`config.mk`:
```
export PLATFORM = sky130hd
export DESIGN_NAME = pc_sequencer
export DESIGN_NICKNAME = d
export VERILOG_FILES = /design/src/rtl/pc_sequencer.sv
export SDC_FILE = /design/constraint.sdc
export NUM_CORES = 1
export LEC_CHECK = 0
export ABC_AREA = 0
export BUFFER_PORTS_ARGS = -buffer_cell sky130_fd_sc_hd__buf_2
export CORE_ASPECT_RATIO = 1.1
export CORE_MARGIN = 2
export CORE_UTILIZATION = 54
export CTS_BUF_LIST = sky130_fd_sc_hd__clkbuf_2 sky130_fd_sc_hd__clkbuf_4 sky130_fd_sc_hd__clkbuf_8
export CTS_CLUSTER_SIZE = 8
export DETAILED_ROUTE_END_ITERATION = 8
export PLACE_DENSITY = 0.84
export SLEW_MARGIN = 20
export SYNTH_ARGS = -nofsm -noshare
export SYNTH_HDL_FRONTEND = slang
export SYNTH_SLANG_ARGS = --single-unit
export TNS_END_PERCENT = 20
```
`constraint.sdc`:
```
create_clock -name clk -period 4.5 [get_ports clk]
set_input_delay 0.45 -clock clk [delete_from_list [all_inputs] [get_ports clk]]
set_output_delay 0.45 -clock clk [all_outputs]
set_load 0.02 [all_outputs]
```
`src/rtl/pc_sequencer.sv`:
```
// Fetch-side program-counter stage: next-PC select, RUN/TRAP/HALT trap sequencer with EPC
// capture, return-from-trap path and a retired-instruction counter.
module pc_sequencer #(
   parameter logic [31:0] RESET_VECTOR = 32'h0000_0000,
   parameter logic [31:0] TRAP_VECTOR  = 32'h0000_0080,
   parameter int unsigned CNT_W        = 32
) (
   input  logic             clk,
   input  logic             rst,
   input  logic             Stall,
   input  logic             Eret,
   input  logic             Jump,
   input  logic             JumpReg,
   input  logic             BranchEq,
   input  logic             BranchNeq,
   input  logic             InvalidInst,
   input  logic             Zero,
   input  logic [31:0]      Imm,
   input  logic [25:0]      JTarget,
   input  logic [31:0]      RegRs,
   output logic [31:0]      PC,
   output logic [31:0]      PCPlus4,
   output logic [31:0]      EPC,
   output logic             InTrap,
   output logic             Halted,
   output logic [CNT_W-1:0] RetiredCnt
);

   typedef enum logic [1:0] {StRun, StTrap, StHalt} state_e;

   state_e            state_q, state_d;
   logic [31:0]       pc_q, pc_d;
   logic [31:0]       epc_q, epc_d;
   logic [CNT_W-1:0]  cnt_q, cnt_d;

   logic [31:0]       pc_plus4;
   logic [31:0]       br_target;
   logic [31:0]       j_target;
   logic [31:0]       normal_pc;
   logic              fault;
   logic              br_taken;

   assign pc_plus4  = pc_q + 32'd4;
   assign br_target = pc_plus4 + (Imm << 2);
   assign j_target  = {pc_plus4[31:28], JTarget, 2'b00};
   // A jr to a non-word-aligned address is treated like an illegal instruction.
   assign fault     = InvalidInst | (JumpReg & (RegRs[1:0] != 2'b00));
   assign br_taken  = (BranchEq & Zero) | (BranchNeq & ~Zero);

   always_comb begin
      normal_pc = pc_plus4;
      if (JumpReg) begin
         normal_pc = RegRs;
      end else if (Jump) begin
         normal_pc = j_target;
      end else if (br_taken) begin
         normal_pc = br_target;
      end
   end

   always_comb begin
      state_d = state_q;
      pc_d    = pc_q;
      epc_d   = epc_q;
      cnt_d   = cnt_q;
      if (!Stall) begin
         case (state_q)
            StRun: begin
               if (fault) begin
                  epc_d   = pc_q;
                  pc_d    = TRAP_VECTOR;
                  state_d = StTrap;
               end else begin
                  pc_d  = normal_pc;
                  cnt_d = cnt_q + CNT_W'(1);
               end
            end
            StTrap: begin
               if (fault) begin
                  // Double fault: freeze everything until reset.
                  state_d = StHalt;
               end else if (Eret) begin
                  pc_d    = epc_q + 32'd4;
                  state_d = StRun;
                  cnt_d   = cnt_q + CNT_W'(1);
               end else begin
                  pc_d  = normal_pc;
                  cnt_d = cnt_q + CNT_W'(1);
               end
            end
            default: ;
         endcase
      end
   end

   always_ff @(posedge clk) begin
      if (rst) begin
         state_q <= StRun;
         pc_q    <= RESET_VECTOR;
         epc_q   <= 32'd0;
         cnt_q   <= '0;
      end else begin
         state_q <= state_d;
         pc_q    <= pc_d;
         epc_q   <= epc_d;
         cnt_q   <= cnt_d;
      end
   end

   assign PC         = pc_q;
   assign PCPlus4    = pc_plus4;
   assign EPC        = epc_q;
   assign InTrap     = (state_q == StTrap);
   assign Halted     = (state_q == StHalt);
   assign RetiredCnt = cnt_q;

endmodule

```
**Word level (Yosys, flattened, before mapping)**

Index checks and enable logic that the tools add are counted.

- Logic and storage cells: 40
- Flip-flop bits (word level): 98

- Equal/unequal tests: 5
- Bitwise logic cells: 8
- Muxes and demuxes: 11
- $add $sub $neg: 4
- Reduce and logical (&&, ||, !) cells: 8

Operators with widths:

| cell | number |
|---|---|
| 32-bit 2-to-1 mux | 6 |
| 32-bit by 3-bit adder with 32-bit output, second input constant | 2 |
| 32-bit one-hot mux with 2 select lines | 1 |
| 32-bit by 1-bit adder with 32-bit output, second input constant | 1 |
| 32-bit adder | 1 |
| 3-bit AND reduction | 3 |
| 2-bit 2-to-1 mux | 3 |
| 2-bit != test, second input constant | 2 |
| 2-bit one-hot mux with 2 select lines | 1 |
| 4-bit AND reduction | 1 |
| 2-bit nonzero test | 2 |
| 1-bit AND | 3 |
| 3-bit by 2-bit != test with 1-bit output, second input constant | 1 |
| 1-bit inverter | 3 |
| 2-bit by 1-bit == test with 1-bit output, second input constant | 1 |
| 2-bit == test, second input constant | 1 |
| 2-bit zero test | 1 |
| 1-bit OR | 2 |
| 2-bit OR reduction | 1 |

**Longest topological paths before layout**

Gate-level depths: netlist of run 1.

- Depth after elaboration: 9
- Mapped depth: 17
- Gate-level depth less buffers: 17

**Worst setup path before layout of run 1**

OpenSTA, ideal clock, no wires.

- Path type: register to register
- From: register pc_q[2] (netlist: PC[2])
- To: register pc_q[29] (netlist: PC[29])
- Arrival: 3.895 ns
- Slack: 0.514 ns
- Stages on the path, launching flop included: 16
- Path through: dfxtp_1 > ha_1 > nand2_1 > nor2_1 > and2_1 > nand4_1 > xnor2_1 > ha_1 > clkbuf_1 > nand2_1 > nor2_1 > a2111oi_0 > o31a_1 > o21ai_1 > or4_1 > a311oi_1

- Word-level cells in the longest chain between the ends: 8
- Elaborated cells between the ends (all ways): 9
- Classes of those cells: add/sub: 2; mux: 7

RTL lines:

| what | RTL line | text |
|---|---|---|
| start: declaration | 32 | `logic [31:0] pc_q, pc_d;` |
| start signal: assignment | 104 | `pc_q <= pc_d;` |
| 32-bit by 3-bit adder with 32-bit output (*) | 43 | `assign pc_plus4 = pc_q + 32'd4;` |
| named net PCPlus4[22] | 22 | `output logic [31:0] PCPlus4,` |
| 32-bit adder (*) | 44 | `assign br_target = pc_plus4 + (Imm << 2);` |
| 32-bit 2-to-1 mux (*) | 56 | `end else if (br_taken) begin` |
| 32-bit 2-to-1 mux (*) | 54 | `end else if (Jump) begin` |
| 32-bit 2-to-1 mux (*) | 52 | `if (JumpReg) begin` |
| 32-bit 2-to-1 mux | 82 | `end else if (Eret) begin` |
| 32-bit 2-to-1 mux | 79 | `if (fault) begin` |
| 32-bit one-hot mux with 2 select lines (*) | 67 | `case (state_q)` |

The timed path passes the listed nets; every way through them passes the cells marked *. The select of a mux whose other input is x is not followed.
A chain may end at the register's enable or synchronous reset.

**Worst setup path in the final report of run 1**

- From: register pc_q[5] (netlist: PC[5])
- To: register pc_q[30] (netlist: PC[30])

- Word-level cells in the longest chain between the ends: 8
- Elaborated cells between the ends (all ways): 9
- Classes of those cells: add/sub: 2; mux: 7

RTL lines:

| what | RTL line |
|---|---|
| 32-bit by 3-bit adder with 32-bit output (*) | 43 |
| 32-bit adder | 44 |
| 32-bit 2-to-1 mux | 56 |
| 32-bit 2-to-1 mux (*) | 54 |
| 32-bit 2-to-1 mux (*) | 52 |
| 32-bit 2-to-1 mux | 82 |
| 32-bit 2-to-1 mux | 79 |
| 32-bit one-hot mux with 2 select lines (*) | 67 |

Every way passes the cells marked *; elsewhere a longest branch is shown, timed or not. The select of a mux whose other input is x is not followed.

==> results.toml, run 1 <==
[sta]
finalSetupViolations = 0
holdWs_ns = 0.398
period_minus_slack_ns = 4.25
slew_viol_final = 0
setup-tns-final_ns = 0
rsz0062_at_grt = "no"
relSlewSlack = 0.400
fmax_mhz = 236
worst_clock_skew_ns = 0.00900
hold_viol = 0
worstMarginPinSlew_ns = 0.900
period_share = 0.943

[outcome]
status = "completed"

[floorplan]
dieArea_um2 = 14700
num_rows = 45
die_w_um = 116
coreArea_um2 = 13600
die_h_um = 127
ios = 230
initial_utilization = 0.546

[critical_path]
reg2reg_depth = 15
crit_required_ns = 4.76
end_kind = "flop"
worstPathMaxFanout = 8
r2r_slack_ns = 0.25
slowest_stage = "dfxtp_1"
cp.depth = 15
crit_family = "compound AO/OA/AOI/OAI gates"
path_buf_inv = 0
arrival_ns = 4.50
crit_chain = "nand4_1, nor2_1, and2_1, nand2_1, xnor2_1, ha_1, a21o_1, a21o_1, a2111oi_0, nor3_1, a211oi_1, o41ai_1, xor2_1, a211oi_1, o22ai_1"
worstSetupPathType = "flop to flop"
critPathMaxStageDelay_ns = 0.51
cp-start-kind = "flop"

[detailed_routing]
vias = 8337
route.detailed.drc = 0
drt-total-wl_um = 24500
vias_per_cell = 5.95
route.detailed.wl_per_inst_um = 17.5
drtPass1Iterations = 5
drtIter0Drc = 1062
ant_nets = 0

[clock_network]
cts_made_buffers = 9
cts_tree = "yes"
holdBufCountCts = 0
h-tree-depth = 3
clk_pin_slew_worst_paths_ns = 0.09
cts_sinks = 98
post-cts-setup-buffers = 0
clk_latency_ns = 0.38
cts.path.max_buffers = 2
ctsRootBufferMaster = "clkbuf_8"

[synthesis]
ys_seq_elements = 98
syn_nets = 1149
postSynthAreaPerCell_um2 = 7.37
ys_seq_area_frac = 0.264
synth-edff-count = 0
synth_ff_type = "dfxtp_1"
synth-warning-count = 0
syn_area_um2 = 7440
synthCells = 1010
synthArstFlopShare = 0
synth_cell_type_count = 73

[placement]
dp.cells = 1385
placed_area_um2 = 8710
io_buffers = 227
gp_congestion = 1.00
place_hpwl_um = 18600

[power_and_ir_drop]
power_density_nw_per_um2 = 266
ir_drop_uv = 204
p_leak_nw = 3.94

[final_layout]
area_growth_syn_to_layout_pct = 19.9
fin_area_um2 = 8920
stdcell_count = 1402
nNetsFinal = 1347
nFillCells = 1246
multi_input_comb_area_um2 = 5190
ff_latch_area_um2 = 1960
mostFrequentLayoutCells = "buf_2, nand2_1, nor2_1, dfxtp_1, a21oi_1"
drive_gt1_frac = 0.232
mostFrequentLayoutCell = "buf_2"

[global_route]
track_usage = 0.327
grt.overflow.total = 0
grt_pass1_wl_um = 38400
antenna_found_initial = 1
grt_max_degree = 59
grt_pass1_vias = 7548

[hold_path]
whs_path_depth = 4
hold_class = "input port to flop"

[run]
maxCapViolCount = 0
## kinds of logic after synthesis
group                    synth area share
buffers and inverters              0.0417
AND/OR/NAND/NOR                     0.256
AO/OA/AOI/OAI                       0.241
adder cells (fa/ha/maj)            0.0666
multiplexers                       0.0111
XOR/XNOR                            0.120
flip-flops                          0.264
## power breakdown
| part | total (mW) | internal, mW | switching [mW] |
|---|---|---|---|
| registers | 0.964 | 0.905 | 0.0597 |
| clock network | 0.588 | 0.266 | 0.322 |
| logic | 0.822 | 0.305 | 0.518 |
| total | 2.37 | 1.47 | 0.900 |
## state kept, by name, indices dropped and copies added, names as in the netlist
name,cells
EPC,32
PC,32
RetiredCnt,32
state_q,2
## worst min-delay path: stages
cell	delay, ns
buf_2	0.10
inv_1	0.04
a31oi_1	0.07
nor2_1	0.07
## per-layer routing
metal,track usage,part of all wire
met3,0.0631,0.10
met2,0.505,0.44
met1,0.443,0.42
met5,0,0
met4,0.148,0.037
## layout make-up
cell class              instances  area share
diodes                          1    0.000281
clock buffers                  10      0.0147
clock inverters                 6     0.00743
inverters                      23     0.00968
multi-input cells             836       0.582
flip-flops and latches         98       0.220
well taps                     188      0.0264
repair buffers                240       0.140
## Yosys cell counts (3+ instances only)
master	number	area (µm²)
a31oi_1	8	50.1
a22oi_1	3	22.5
and4_1	6	52.6
a2111oi_0	6	52.6
o211ai_1	14	105
nor2b_1	6	37.5
o221ai_1	7	61.3
and3_1	15	93.8
a221o_1	4	40.0
nand4_1	18	113
o21a_1	4	30.0
nor3_1	32	160
o21bai_1	5	37.5
clkbuf_1	47	176
and2_1	6	37.5
dfxtp_1	98	1960
mux2i_1	6	60.1
a21o_1	21	158
nor2_1	109	409
xor2_1	51	447
nand3_1	33	165
nor4_1	3	18.8
xnor2_1	51	447
or3_1	10	62.6
o22ai_1	8	50.1
a21oi_1	90	450
a211oi_1	9	67.6
o21ai_0	55	275
inv_1	22	82.6
or2_2	4	25.0
ha_1	38	475
a221oi_1	9	78.8
nand2b_1	6	37.5
nand2_1	151	567
or4_1	3	22.5
## final timing paths
check,startpoint,to
max,PC[5],PC[30]
min,Stall,state_q[1]
max reg2reg,PC[5],PC[30]
min reg2reg,EPC[24],EPC[24]
## repair_timing
action                                  CTS  global route
resized for setup                         0             1
endpoints found under the hold margin     0             0
endpoints found under the setup margin    0             1
## per-stage QoR
stage	setup WS [ns]	util	power [mW]
floorplan	0.514	-	1.52
global placement	0.439	0.639	1.77
detailed placement	0.342	0.639	1.78
CTS	0.326	0.654	2.36
global route	0.0210	0.655	2.49
finish	0.254	0.655	2.37
Power figures use the tool's default switching activity.
==> run 2: changes to the inputs <==
Settings changed: PLACE_DENSITY 0.84 to 0.93.
==> run 2 against run 1 <==
  * Clock power up 5.3%
  * Clock-buffer cell count up 2
  * Die area unchanged
  * Hold slack about the same
  * Sequential power about the same
  * Clock skew up 0.0051 ns
  * Critical path depth down 1
  * Routed wire length up 1.3%
  * Maximum frequency up 1.5%
  * Largest cell class unchanged
  * Largest power group unchanged
==> results.toml, run 2 (synthesis results as in run 1) <==
[clock_network]
clk_latency_ns = 0.38
clk_pin_slew_worst_paths_ns = 0.10
cts_made_buffers = 9
cts.path.max_buffers = 2
h-tree-depth = 3
holdBufCountCts = 0
cts_sinks = 98
ctsRootBufferMaster = "clkbuf_8"
cts_tree = "yes"

[power_and_ir_drop]
p_sw_mw = 0.903
power_density_nw_per_um2 = 270
pwr-share-clk = 0.257
ir_drop_uv = 238
p_sw_frac = 0.376
power_frac_comb = 0.341
pwr-share-seq = 0.402
p_leak_nw = 3.93
p_int_mw = 1.50

[final_layout]
mostFrequentLayoutCells = "buf_2, nand2_1, nor2_1, dfxtp_1, a21oi_1"
mostFrequentLayoutCell = "buf_2"
fin_area_um2 = 8910
drive_gt1_frac = 0.231
nNetsFinal = 1344
area_growth_syn_to_layout_pct = 19.7
stdcell_count = 1400

[floorplan]
coreArea_um2 = 13600
ios = 230
num_rows = 45
dieArea_um2 = 14700
die_w_um = 116
initial_utilization = 0.546
die_h_um = 127

[sta]
slew_viol_final = 0
fmax_mhz = 239
hold_viol = 0
period_share = 0.930
worst_clock_skew_ns = 0.0141
period_minus_slack_ns = 4.18
setup-tns-final_ns = 0
relSlewSlack = 0.398
rsz0062_at_grt = "no"
finalSetupViolations = 0
worstMarginPinSlew_ns = 0.894
worst_slack_ns = 0.317

[global_route]
grt_pass1_wl_um = 38100
grt_pass1_vias = 7670
antenna_found_initial = 2
track_usage = 0.323
grt.overflow.total = 0
grt_max_degree = 57

[detailed_routing]
route.detailed.wl_per_inst_um = 17.7
vias = 8495
route.detailed.drc = 0
vias_per_cell = 6.07
drtIter0Drc = 1253
drt-total-wl_um = 24800
ant_nets = 0
drtPass1Iterations = 6

[critical_path]
regToRegStartpoint = "PC[2]"
cp-start-kind = "flop"
reg2reg_to = "PC[29]"
worstSetupPathType = "flop to flop"
slowest_stage = "or4_1"
reg2reg_depth = 14
crit_chain = "ha_1, nand2_1, nor2_1, nand2_1, nor2_1, xor2_1, ha_1, a21oi_1, o21ai_0, a2111oi_1, o31a_1, o21ai_1, or4_1, a311oi_1"
worstPathMaxFanout = 6
critPathMaxStageDelay_ns = 0.56
crit_required_ns = 4.79
startpoint = "PC[2]"
arrival_ns = 4.47
r2r_slack_ns = 0.32
end_kind = "flop"

[placement]
io_buffers = 227
placed_area_um2 = 8680
pre_cts_ws_ns = 0.336
dp.cells = 1382
gp_congestion = 0.956
place_hpwl_um = 19000

[hold_path]
holdPathEnd = "state_q[1]"
whs_path_depth = 4
min_from = "Stall"
hold_class = "input port to flop"

[outcome]
status = "completed"

[run]
maxCapViolCount = 0
-- run 2: cell count changes in the layout (fill, tap and decap cells not counted), sizes merged --
cell	before	now
diode	1	2
clkbuf	10	12
clkinv	5	3
buf	240	237
-- run 2: area by class of cell --
class                   instances  area (µm²)
clock inverters                 4        48.8
well taps                     188         235
diodes                          2        5.00
fillers                      1195        4720
multi-input cells             836        5200
inverters                      23        86.3
clock buffers                  12         159
repair buffers                237        1210
flip-flops and latches         98        1960
-- run 2: power groups by stage --
| stage | clock network, mW | registers (mW) | logic (mW) |
|---|---|---|---|
| global route | 0.649 | 0.971 | 0.884 |
| CTS | 0.614 | 0.963 | 0.794 |
| finish | 0.619 | 0.967 | 0.819 |
| detailed placement | 0 | 0.983 | 0.788 |
| floorplan | 0 | 1.01 | 0.507 |
| global placement | 0 | 0.980 | 0.776 |
-- run 2: routing by layer --
layer,vias to the layer above,share of wire,global-route usage
li1,4013,-,-
met1,3808,0.39,0.413
met2,560,0.44,0.497
met3,114,0.11,0.0683
met4,0,0.059,0.193
met5,-,0,0
-- run 2: repair_timing --
action | CTS | global route
setup endpoints to repair | 0 | 3
gates resized for setup | 0 | 4
buffers inserted | 0 | 0
-- run 2: worst max-delay path by stage --
| stage | endpoint | slack (ns) | cells after the start |
|---|---|---|---|
| floorplan | PC[29] | 0.51 | 15 |
| global placement | PC[31] | 0.47 | 17 |
| detailed placement | PC[31] | 0.34 | 16 |
| CTS | PC[31] | 0.33 | 16 |
| global route | PC[30] | 0.04 | 15 |
| finish | PC[29] | 0.32 | 14 |
-- run 2: metrics by stage --
step	hold WS [ns]	utilization	power (mW)
4_1_cts	0.397	0.652	2.37
5_1_grt	0.420	0.654	2.50
6_report	0.398	0.654	2.40
2_1_floorplan	0.457	-	1.52
3_5_place_dp	0.463	0.637	1.77
3_3_place_gp	0.462	0.637	1.76
-- run 2: worst max-delay path: cells and delay by family, from the launching register on --
| kind | cells | cell delay, ns |
|---|---|---|
| compound gates | 6 | 1.45 |
| simple gates | 5 | 1.26 |
| fa+ha+maj | 2 | 0.61 |
| flops | 1 | 0.46 |
| xor+xnor | 1 | 0.30 |
